### src/rtl/branch_predictor.sv
// Bimodal / gshare branch predictor: a table of saturating counters indexed by PC
// (optionally XORed with global history), with checkpoint-based history repair and statistics.
module branch_predictor #(
    parameter int PHT_IDX_W = 6,
    parameter int CNT_W     = 2,
    parameter int GHR_W     = 0,
    localparam int GW       = (GHR_W > 0) ? GHR_W : 1
) (
    input  logic          clk,
    input  logic          rst,
    input  logic [31:0]   pcD,
    input  logic          branchD,
    input  logic          stallD,
    output logic          pred_takeD,
    output logic [GW-1:0] pred_ghrD,
    input  logic          upd_en,
    input  logic [31:0]   upd_pc,
    input  logic          upd_taken,
    input  logic          upd_mispred,
    input  logic [GW-1:0] upd_ghr,
    output logic [31:0]   stat_branches,
    output logic [31:0]   stat_mispred
);

    localparam int PHT_N = 1 << PHT_IDX_W;
    localparam logic [CNT_W-1:0] CNT_MAX = '1;
    localparam logic [CNT_W-1:0] CNT_WNT = {1'b0, {(CNT_W-1){1'b1}}};

    logic [CNT_W-1:0]     r_pht [PHT_N];
    logic [31:0]          r_stat_br;
    logic [31:0]          r_stat_mp;
    logic [GW-1:0]        w_ghr;
    logic [PHT_IDX_W-1:0] w_lu_hist;
    logic [PHT_IDX_W-1:0] w_upd_hist;
    logic [PHT_IDX_W-1:0] w_lu_idx;
    logic [PHT_IDX_W-1:0] w_upd_idx;
    logic [CNT_W-1:0]     w_upd_cnt;
    logic [CNT_W-1:0]     w_upd_next;
    logic                 w_repair;

    // Address bits outside the index window never influence the table.
    logic w_unused_bits;
    assign w_unused_bits = ^{pcD[31:PHT_IDX_W+2], pcD[1:0],
                             upd_pc[31:PHT_IDX_W+2], upd_pc[1:0], upd_ghr, stallD};

    assign w_lu_hist  = (GHR_W > 0) ? PHT_IDX_W'(w_ghr)   : '0;
    assign w_upd_hist = (GHR_W > 0) ? PHT_IDX_W'(upd_ghr) : '0;
    assign w_lu_idx   = pcD[PHT_IDX_W+1:2] ^ w_lu_hist;
    assign w_upd_idx  = upd_pc[PHT_IDX_W+1:2] ^ w_upd_hist;
    assign w_repair   = upd_en & upd_mispred;

    // Lookup reads the registered table, so a same-cycle update is not visible yet.
    assign pred_takeD = branchD & r_pht[w_lu_idx][CNT_W-1];
    assign pred_ghrD  = w_ghr;

    assign w_upd_cnt = r_pht[w_upd_idx];
    always_comb begin
        w_upd_next = w_upd_cnt;
        if (upd_taken) begin
            if (w_upd_cnt != CNT_MAX) w_upd_next = w_upd_cnt + 1'b1;
        end else begin
            if (w_upd_cnt != '0) w_upd_next = w_upd_cnt - 1'b1;
        end
    end

    always_ff @(posedge clk) begin
        if (rst) begin
            for (int i = 0; i < PHT_N; i++) r_pht[i] <= CNT_WNT;
        end else if (upd_en) begin
            r_pht[w_upd_idx] <= w_upd_next;
        end
    end

    generate
        if (GHR_W > 0) begin : g_gshare
            logic [GW-1:0] r_ghr;
            always_ff @(posedge clk) begin
                if (rst) begin
                    r_ghr <= '0;
                end else if (w_repair) begin
                    // Repair from the checkpoint wins over any speculative shift.
                    r_ghr <= GW'({upd_ghr, upd_taken});
                end else if (branchD && !stallD) begin
                    r_ghr <= GW'({r_ghr, pred_takeD});
                end
            end
            assign w_ghr = r_ghr;
        end else begin : g_bimodal
            assign w_ghr = '0;
        end
    endgenerate

    always_ff @(posedge clk) begin
        if (rst) begin
            r_stat_br <= '0;
            r_stat_mp <= '0;
        end else begin
            if (upd_en && (r_stat_br != 32'hFFFF_FFFF)) r_stat_br <= r_stat_br + 32'd1;
            if (w_repair && (r_stat_mp != 32'hFFFF_FFFF)) r_stat_mp <= r_stat_mp + 32'd1;
        end
    end

    assign stat_branches = r_stat_br;
    assign stat_mispred  = r_stat_mp;

endmodule

### config.mk
export PLATFORM = sky130hd
export DESIGN_NAME = branch_predictor
export DESIGN_NICKNAME = d
export VERILOG_FILES = /design/src/rtl/branch_predictor.sv
export SDC_FILE = /design/constraint.sdc
export NUM_CORES = 1
export LEC_CHECK = 0
export ABC_CLOCK_PERIOD_IN_PS = 3300
export BUFFER_PORTS_ARGS = -buffer_cell sky130_fd_sc_hd__buf_2
export CAP_MARGIN = 20
export CORE_ASPECT_RATIO = 1.25
export CORE_MARGIN = 4
export CORE_UTILIZATION = 50
export DETAILED_ROUTE_END_ITERATION = 6
export PLACE_DENSITY_LB_ADDON = 0.3
export SYNTH_ARGS = -nofsm -noshare
export SYNTH_HDL_FRONTEND = slang
export SYNTH_SLANG_ARGS = --single-unit
### constraint.sdc
create_clock -name clk -period 3.3 [get_ports clk]
set_input_delay 0.165 -clock clk [delete_from_list [all_inputs] [get_ports clk]]
set_output_delay 0.165 -clock clk [all_outputs]
set_load 0.005 [all_outputs]
==> results of run 1 <==
-- cell usage after synthesis (2+ instances only) --
cell / instances / area (um^2)
a211oi_1: 5 / 37.54
a21oi_1: 26 / 130.1
a221o_1: 2 / 20.02
a221oi_1: 7 / 61.31
a22oi_1: 3 / 22.52
a311o_1: 3 / 30.03
a31oi_1: 2 / 12.51
a32o_1: 2 / 20.02
and2_1: 7 / 43.79
and3_1: 12 / 75.07
and3b_1: 2 / 17.52
and4_1: 10 / 87.58
buf_1: 2 / 7.510
buf_2: 11 / 55.05
buf_4: 5 / 37.54
buf_6: 9 / 101.4
buf_8: 6 / 90.09
clkbuf_1: 42 / 157.7
dfxtp_1: 64 / 1281
edfxtp_1: 128 / 3844
ha_1: 2 / 25.02
inv_1: 17 / 63.81
mux2_2: 4 / 45.04
mux2i_1: 21 / 210.2
mux4_2: 34 / 765.7
nand2_1: 72 / 270.3
nand2b_1: 6 / 37.54
nand3_1: 86 / 430.4
nand3b_1: 2 / 15.01
nand4_1: 19 / 118.9
nand4b_1: 2 / 17.52
nor2_1: 93 / 349.1
nor2b_1: 4 / 25.02
nor3_1: 65 / 325.3
nor4_1: 3 / 18.77
o211ai_1: 4 / 30.03
o21ai_0: 70 / 350.3
o22a_1: 2 / 17.52
o22ai_1: 4 / 25.02
or2_2: 3 / 18.77
or3_1: 18 / 112.6
or4_1: 2 / 15.01
xnor2_1: 23 / 201.4
xor2_1: 23 / 201.4
-- layout make-up --
class                      count  share of cell area [%]
timing repair buffer         119                   6.629
inverter                      18                  0.6067
tap                          265                   2.978
clock inverter                11                   1.045
clock buffer                  20                   3.921
sequential                   192                   46.02
multi-input combinational    656                   38.80
-- metrics by stage --
| stage | hold slack (ns) | std cells |
|---|---|---|
| after global routing | 0.1565 | 1281 |
| after floorplan | 0.4403 | 941 |
| after CTS | 0.1492 | 1281 |
| after detailed placement | 0.4867 | 1250 |
| final | 0.1768 | 1281 |
| after global placement | 0.4730 | 1250 |
-- logic make-up after synthesis --
logic type	after synthesis
and+or+nand+nor	411
other	1
AOI/OAI and AO/OA	135
xor gates and xnor gates	46
adders and majority gates	4
muxes	59
DFF	192
buffers and inverters	93
-- power by group --
part	leakage, nW	switching (mW)	internal [mW]
Sequential	1.66	0.0273	2.60
Combinational	1.77	0.345	0.184
Clock	0.255	0.872	1.11
Total	3.69	1.24	3.89
-- layer usage --
layer	vias up	share of wire (%)	wire length, um	global-route usage, %
li1	3616	-	-	-
met1	3834	38	10040	30.03
met2	420	49	13140	39.89
met3	69	9.0	2389	5.333
met4	0	4.1	1083	10.58
met5	-	0	0	0
-- worst max-delay path, delay by kind of cell, from the launching register on --
kind	cells	cell delay, ns
buf+inv	1	0.25
fa+ha+maj	1	0.27
compound gates	2	0.50
flops	1	0.40
simple gates	2	0.42
mux	2	0.73
-- sequential cells by signal (all words and copies together) (netlist names) --
register / cells
r_pht: 128
stat_branches: 32
stat_mispred: 32
-- cells in the final DEF, fill, tap and decap left out, types with 3 or more instances in the layout --
cell          n
nor2b_1       4
clkbuf_16    17
buf_12        4
clkbuf_1      3
or2_2         3
and4_1       10
xor2_1       23
and3_1       12
buf_2        82
a211oi_1      5
or3_1        18
a22oi_1       3
dfxtp_1      64
clkinv_1      4
a311o_1       3
and2_1        7
nor4_1        3
mux2i_1      21
o211ai_1      4
nand2_1      72
nand2b_1      6
nand4_1      19
edfxtp_1    128
o21ai_0      70
o22ai_1       4
clkinvlp_4    3
buf_4        33
xnor2_1      23
nor3_1       65
a221oi_1      7
inv_1        17
mux4_2       34
mux2_2        4
nor2_1       93
nand3_1      86
a21oi_1      26
-- path summary, 6_finish.rpt --
path | startpoint | end | slack (ns) | cells past startpoint
worst min-delay path | upd_en | stat_branches[1]$_SDFFE_PP0P_ | 0.18 | 3
worst min register to register | stat_branches[1]$_SDFFE_PP0P_ | stat_branches[1]$_SDFFE_PP0P_ | 0.49 | 2
worst max register to register | r_pht[15][1]$_SDFFCE_PN0P_ | r_pht[20][0]$_SDFFCE_PN1P_ | 0.40 | 8
worst max-delay path | r_pht[15][1]$_SDFFCE_PN0P_ | r_pht[20][0]$_SDFFCE_PN1P_ | 0.40 | 8
==> metrics.txt, run 1 <==
outcome finished with violations; failing checks DRC; Synth cell types just under 60; GRT Overall Usage a little under a quarter; Worst Setup Slack, final about 0.4 ns; Data required, critical path between 3 and 4 ns; GRT overflow 0; initial antenna violation count 0; detailed-route via count 7939; crit path cell chain mux4_2 > mux2i_1 > o22ai_1 > a221o_1 > nor4_4 > maj3_2 > buf_12 > nand3_1; clk slew on worst S/H paths 0.06 ns; Die Wd around 130 um; register area 5125 um^2; Clock Tree Buf Depth 2; Post-CTS Setup Bufs 0; CTS tree yes; # diodes 0; Hold Violations, Final 0; number of synthesized flops with an enable pin 128; Filler cells ~1700; I/O pin count between 100 and 150; height of the die about 170 um; RSZ-0062 raised after global routing no; critical path's slowest cell mux4_2; Post-synth ARST share 0%; clk_lat worst skew ~0.43 ns; CP Launch Type register; Layout Area Growth over Synthesis 11.85%; dpl hpwl roughly 18 mm; share of layout cells above drive strength 1 18.90%; largest family of logic cells by synthesized area simple AND/OR/NAND/NOR gates; Via density about 6.2; synthesized cell area roughly 10000 um^2; TritonCTS Buffers 17; vias in the first global route a little under 8000; crit path max fanout slightly above 50; WS Path Type reg -> reg; DRC viols 1; Avg Inst Size Synth 10.58 um^2; post-synthesis adder-cell area fraction less than 1%; compound-cell area share of the yosys netlist ~8.1%; max cap viols 0; Hold Buf Count CTS 0; final WL 26.66 mm; WL per Instance roughly 21 um; Slew Viols, Final 0; Crit path arrival time 3.03 ns; Synth Register Bits 192; detailed router's first-iteration violation count around 650; mux contribution to synthesized area a little over 10%; gp weighted congestion between 0.9 and 1; setup TNS 0 ns; Yosys warning total 0; Final ANT Viol Nets 0; Slew headroom around two fifths; Synth Area in Simple Gates 20.47%; Root Driver clkbuf_16; Hold Path Class in -> reg; crit path time final about 2.9 ns; DIE AREA between 20000 and 25000 um^2; final setup skew 0.01144 ns; Critical Path Max Stage Delay 0.49 ns; fmax around 340 MHz; P per Cell Area 461.1 nW/um^2; row count 57; # resized after CTS 0; Synth Instances between 900 and 1000; I/O Buffers 82; sequential fraction of the synthesis area roughly 51%; Peak VDD IR 0.3522 mV; Syn Nets 1015; largest net degree at the start of global routing between 60 and 70; Primary FF master, synth edfxtp_1; Period Utilization, post-route 87.91%; drt first pass iters 7; final setup fails 0; Setup crit end kind register; Initial Util 50.95%; total power between 5 and 6 mW; worst-margin pin slew 0.8906 ns; global-route wire length before repair approximately 42 mm; design area ~11000 um^2; core region area roughly 20000 um^2; Multi-input gate area 4320 um^2; Clock H-tree levels 4; Clock Sinks 192; Leak roughly 3.7 nW; post-layout util 56.99%; placed cell areas around 11000 um^2; setup slack at placement 0.2556 ns; Synth Area in XOR/XNOR under 10%; # nets final about 1100
(Power assumes the default switching activity.)
==> inputs of run 2 (changes only) <==
--- a/config.mk
+++ b/config.mk
@@ -13,6 +13,7 @@
 export CORE_UTILIZATION = 50
 export DETAILED_ROUTE_END_ITERATION = 6
 export PLACE_DENSITY_LB_ADDON = 0.3
+export REMOVE_ABC_BUFFERS = 1
 export SYNTH_ARGS = -nofsm -noshare
 export SYNTH_HDL_FRONTEND = slang
 export SYNTH_SLANG_ARGS = --single-unit
==> run 2 against run 1 <==
  * The flow now finishes without violations
  * Clock skew is 0.0028 ns lower
  * Sequential cell count stayed put
  * Critical endpoint is now r_pht[63][0]$_SDFFCE_PN1P_
  * Sequential share of layout area is 0.86 points lower
  * Fmax is 0.73% lower
  * Final area is 1.9% higher
  * Setup slack worse by 0.021 ns
  * Register-to-register slack worse by 0.02 ns
  * Via count is 2.3% higher
  * Utilization is 1.1 points higher
  * Cell count is 1.1% higher
==> metrics.txt, run 2 (same netlist as run 1, synthesis figures left out) <==
Peak VDD IR 0.3560 mV (was 0.3522 mV); worst-margin pin slew 0.7655 ns (was 0.8906 ns); Clock Tree Buf Depth 2 (unchanged); Int Pwr 4.013 mW (was 3.891 mW); drt first pass iters 6 (was 7); Initial Util 50.95% (unchanged); Slew Viols, Final 0 (unchanged); total power 5.327 mW (was 5.134 mW); core region area 19540 um^2 (unchanged); final WL 26.80 mm (was 26.66 mm); WS Path Type reg -> reg (unchanged); Final ANT Viol Nets 0 (unchanged); vias in the first global route 7790 (was 7797); I/O Buffers 82 (unchanged); worst reg2reg startpoint r_pht[13][1]$_SDFFCE_PN0P_ (was r_pht[15][1]$_SDFFCE_PN0P_); # diodes 0 (unchanged); global-route wire length before repair 42.06 mm (was 42.00 mm); row count 57 (unchanged); Leak 3.806 nW (was 3.688 nW); Via density 6.274 (was 6.198); Reg-to-Reg End r_pht[63][0]$_SDFFCE_PN1P_ (was r_pht[20][0]$_SDFFCE_PN1P_); reg2reg path depth 8 (unchanged); CP Launch Type register (unchanged); Layout Area Growth over Synthesis 13.99% (was 11.85%); most common cell after layout, fill and taps aside edfxtp_1 (unchanged); most frequent cells in the layout 128 x edfxtp_1, 93 x nor2_1, 86 x nand3_1, 82 x buf_2, 72 x nand2_1 (unchanged); Filler cells 1719 (was 1697); Sequential Power Share 49.3% (was 51.2%); CTS tree yes (unchanged); Hold Buf Count CTS 0 (unchanged); Period Utilization, post-route 88.56% (was 87.91%); crit path time final 2.922 ns (was 2.901 ns); register bank with the most flops r_pht (unchanged); R2R Setup Slk 0.38 ns (was 0.40 ns); fmax 342.2 MHz (was 344.7 MHz); I/O pin count 138 (unchanged); clk slew on worst S/H paths 0.07 ns (was 0.06 ns); DRC viols 0 (was 1); Data required, critical path 3.42 ns (about the same); Clock H-tree levels 4 (unchanged); Gate power share 10.5% (was 10.3%); dpl hpwl 18.58 mm (was 18.15 mm); Crit path arrival time 3.04 ns (was 3.03 ns); sw power 1.314 mW (was 1.244 mW); DIE AREA 22250 um^2 (unchanged); TritonCTS Buffers 17 (unchanged); initial antenna violation count 0 (unchanged); detailed-route via count 8125 (was 7939); WL per Instance 20.70 um (was 20.81 um); clk_lat worst skew 0.42 ns (was 0.43 ns); Setup crit end kind register (unchanged); Clock Sinks 192 (unchanged); clock share of power 40.2% (was 38.5%); GRT overflow 0 (unchanged); share of layout cells above drive strength 1 20.39% (was 18.90%); GRT Overall Usage 24.04% (was 24.00%); Largest register FFs 128 (unchanged); outcome finished clean (was finished with violations); Root Driver clkbuf_16 (unchanged); Hold EP stat_branches[1]$_SDFFE_PP0P_ (unchanged); final setup fails 0 (unchanged); Hold Path Class in -> reg (unchanged); setup TNS 0 ns (unchanged); # resized after CTS 0 (unchanged); gp weighted congestion 0.9131 (was 0.9130); hold path cells 3 (unchanged); Sw Share 24.66% (was 24.22%); detailed router's first-iteration violation count 1044 (was 648); Hold Violations, Final 0 (unchanged); Die Wd 134.2 um (unchanged); max cap viols 0 (unchanged); RSZ-0062 raised after global routing no (unchanged); largest net degree at the start of global routing 65 (unchanged); final setup skew 0.008617 ns (was 0.01144 ns); Layout Cells excl Fill 1295 (was 1281); Slew headroom 48.78% (was 40.17%); P per Cell Area 469.4 nW/um^2 (was 461.1 nW/um^2); hold path startpoint upd_en (unchanged); # nets final 1091 (was 1078); crit path max fanout 38 (was 51); height of the die 165.8 um (unchanged); Post-CTS Setup Bufs 0 (unchanged); Placed Cells 1263 (was 1250)
[run 2: changes by cell type in the layout (fill, tap and decap cells not counted)]
| cell | delta |
|---|---|
| buf_4 | +8 |
| buf_12 | +5 |
| inv_8 | +1 |
| bufinv_16 | +1 |
| clkbuf_1 | -3 |
| clkinv_1 | -1 |
| clkinv_2 | +1 |
| clkinvlp_2 | -1 |
| inv_6 | +3 |
[run 2: layer usage]
metal  track usage, %  routed length (um)  vias to the layer above  share of wire (%)
li1                 -                   -                     3641                  -
met1            29.70                9837                     3921                 37
met2            39.54               13030                      463                 49
met3            4.636                2419                      100                9.0
met4            13.37                1511                        0                5.6
met5                0                   0                        -                  0
[run 2: power by group through the flow]
stage	combinational (mW)	sequential [mW]	clock (mW)
after floorplan	0.271	2.67	0
after global placement	0.547	2.68	0
after detailed placement	0.552	2.68	0
after CTS	0.554	2.62	2.17
after global routing	0.595	2.63	2.26
final	0.561	2.62	2.14
[run 2: worst max-delay path by stage]
stage / start / to / slack [ns] / depth (start not counted)
detailed placement: upd_pc[2] / r_pht[15][0]$_SDFFCE_PN1P_ / 0.25 / 9
floorplan: r_pht[13][1]$_SDFFCE_PN0P_ / r_pht[0][1]$_SDFFCE_PN0P_ / 0.09 / 7
CTS: r_pht[13][1]$_SDFFCE_PN0P_ / r_pht[15][0]$_SDFFCE_PN1P_ / 0.42 / 8
finish: r_pht[13][1]$_SDFFCE_PN0P_ / r_pht[63][0]$_SDFFCE_PN1P_ / 0.38 / 8
global route: r_pht[13][1]$_SDFFCE_PN0P_ / r_pht[15][0]$_SDFFCE_PN1P_ / 0.30 / 8
global placement: upd_pc[2] / r_pht[15][0]$_SDFFCE_PN1P_ / 0.25 / 9
[run 2: layout make-up]
cell class | instances | area [um^2] | area share [%]
well taps | 265 | 331.6 | 2.922
multi-input cells | 656 | 4320 | 38.07
clock buffers | 17 | 425.4 | 3.749
flip-flops and latches | 192 | 5125 | 45.16
clock inverters | 15 | 180.2 | 1.588
repair buffers | 132 | 898.4 | 7.916
inverters | 18 | 67.56 | 0.5954
[run 2: worst max-delay path, stage by stage, from the launching register on]
cell      delay, ns
edfxtp_1       0.43
mux4_2         0.48
mux2i_1        0.24
o22ai_1        0.16
a221o_1        0.35
nor4_4         0.31
maj3_2         0.31
buf_12         0.23
nand3_1        0.12
[run 2: metrics by stage]
stage | cell area (um^2) | hold WS, ns | setup WS (ns) | util [%]
2_1_floorplan | 9507 | 0.2341 | 0.08684 | -
3_3_place_gp | 10740 | 0.4776 | 0.2547 | 54.97
3_5_place_dp | 10740 | 0.4826 | 0.2501 | 54.97
4_1_cts | 11350 | 0.1346 | 0.4216 | 58.07
5_1_grt | 11350 | 0.1755 | 0.2960 | 58.07
6_report | 11350 | 0.1559 | 0.3775 | 58.07
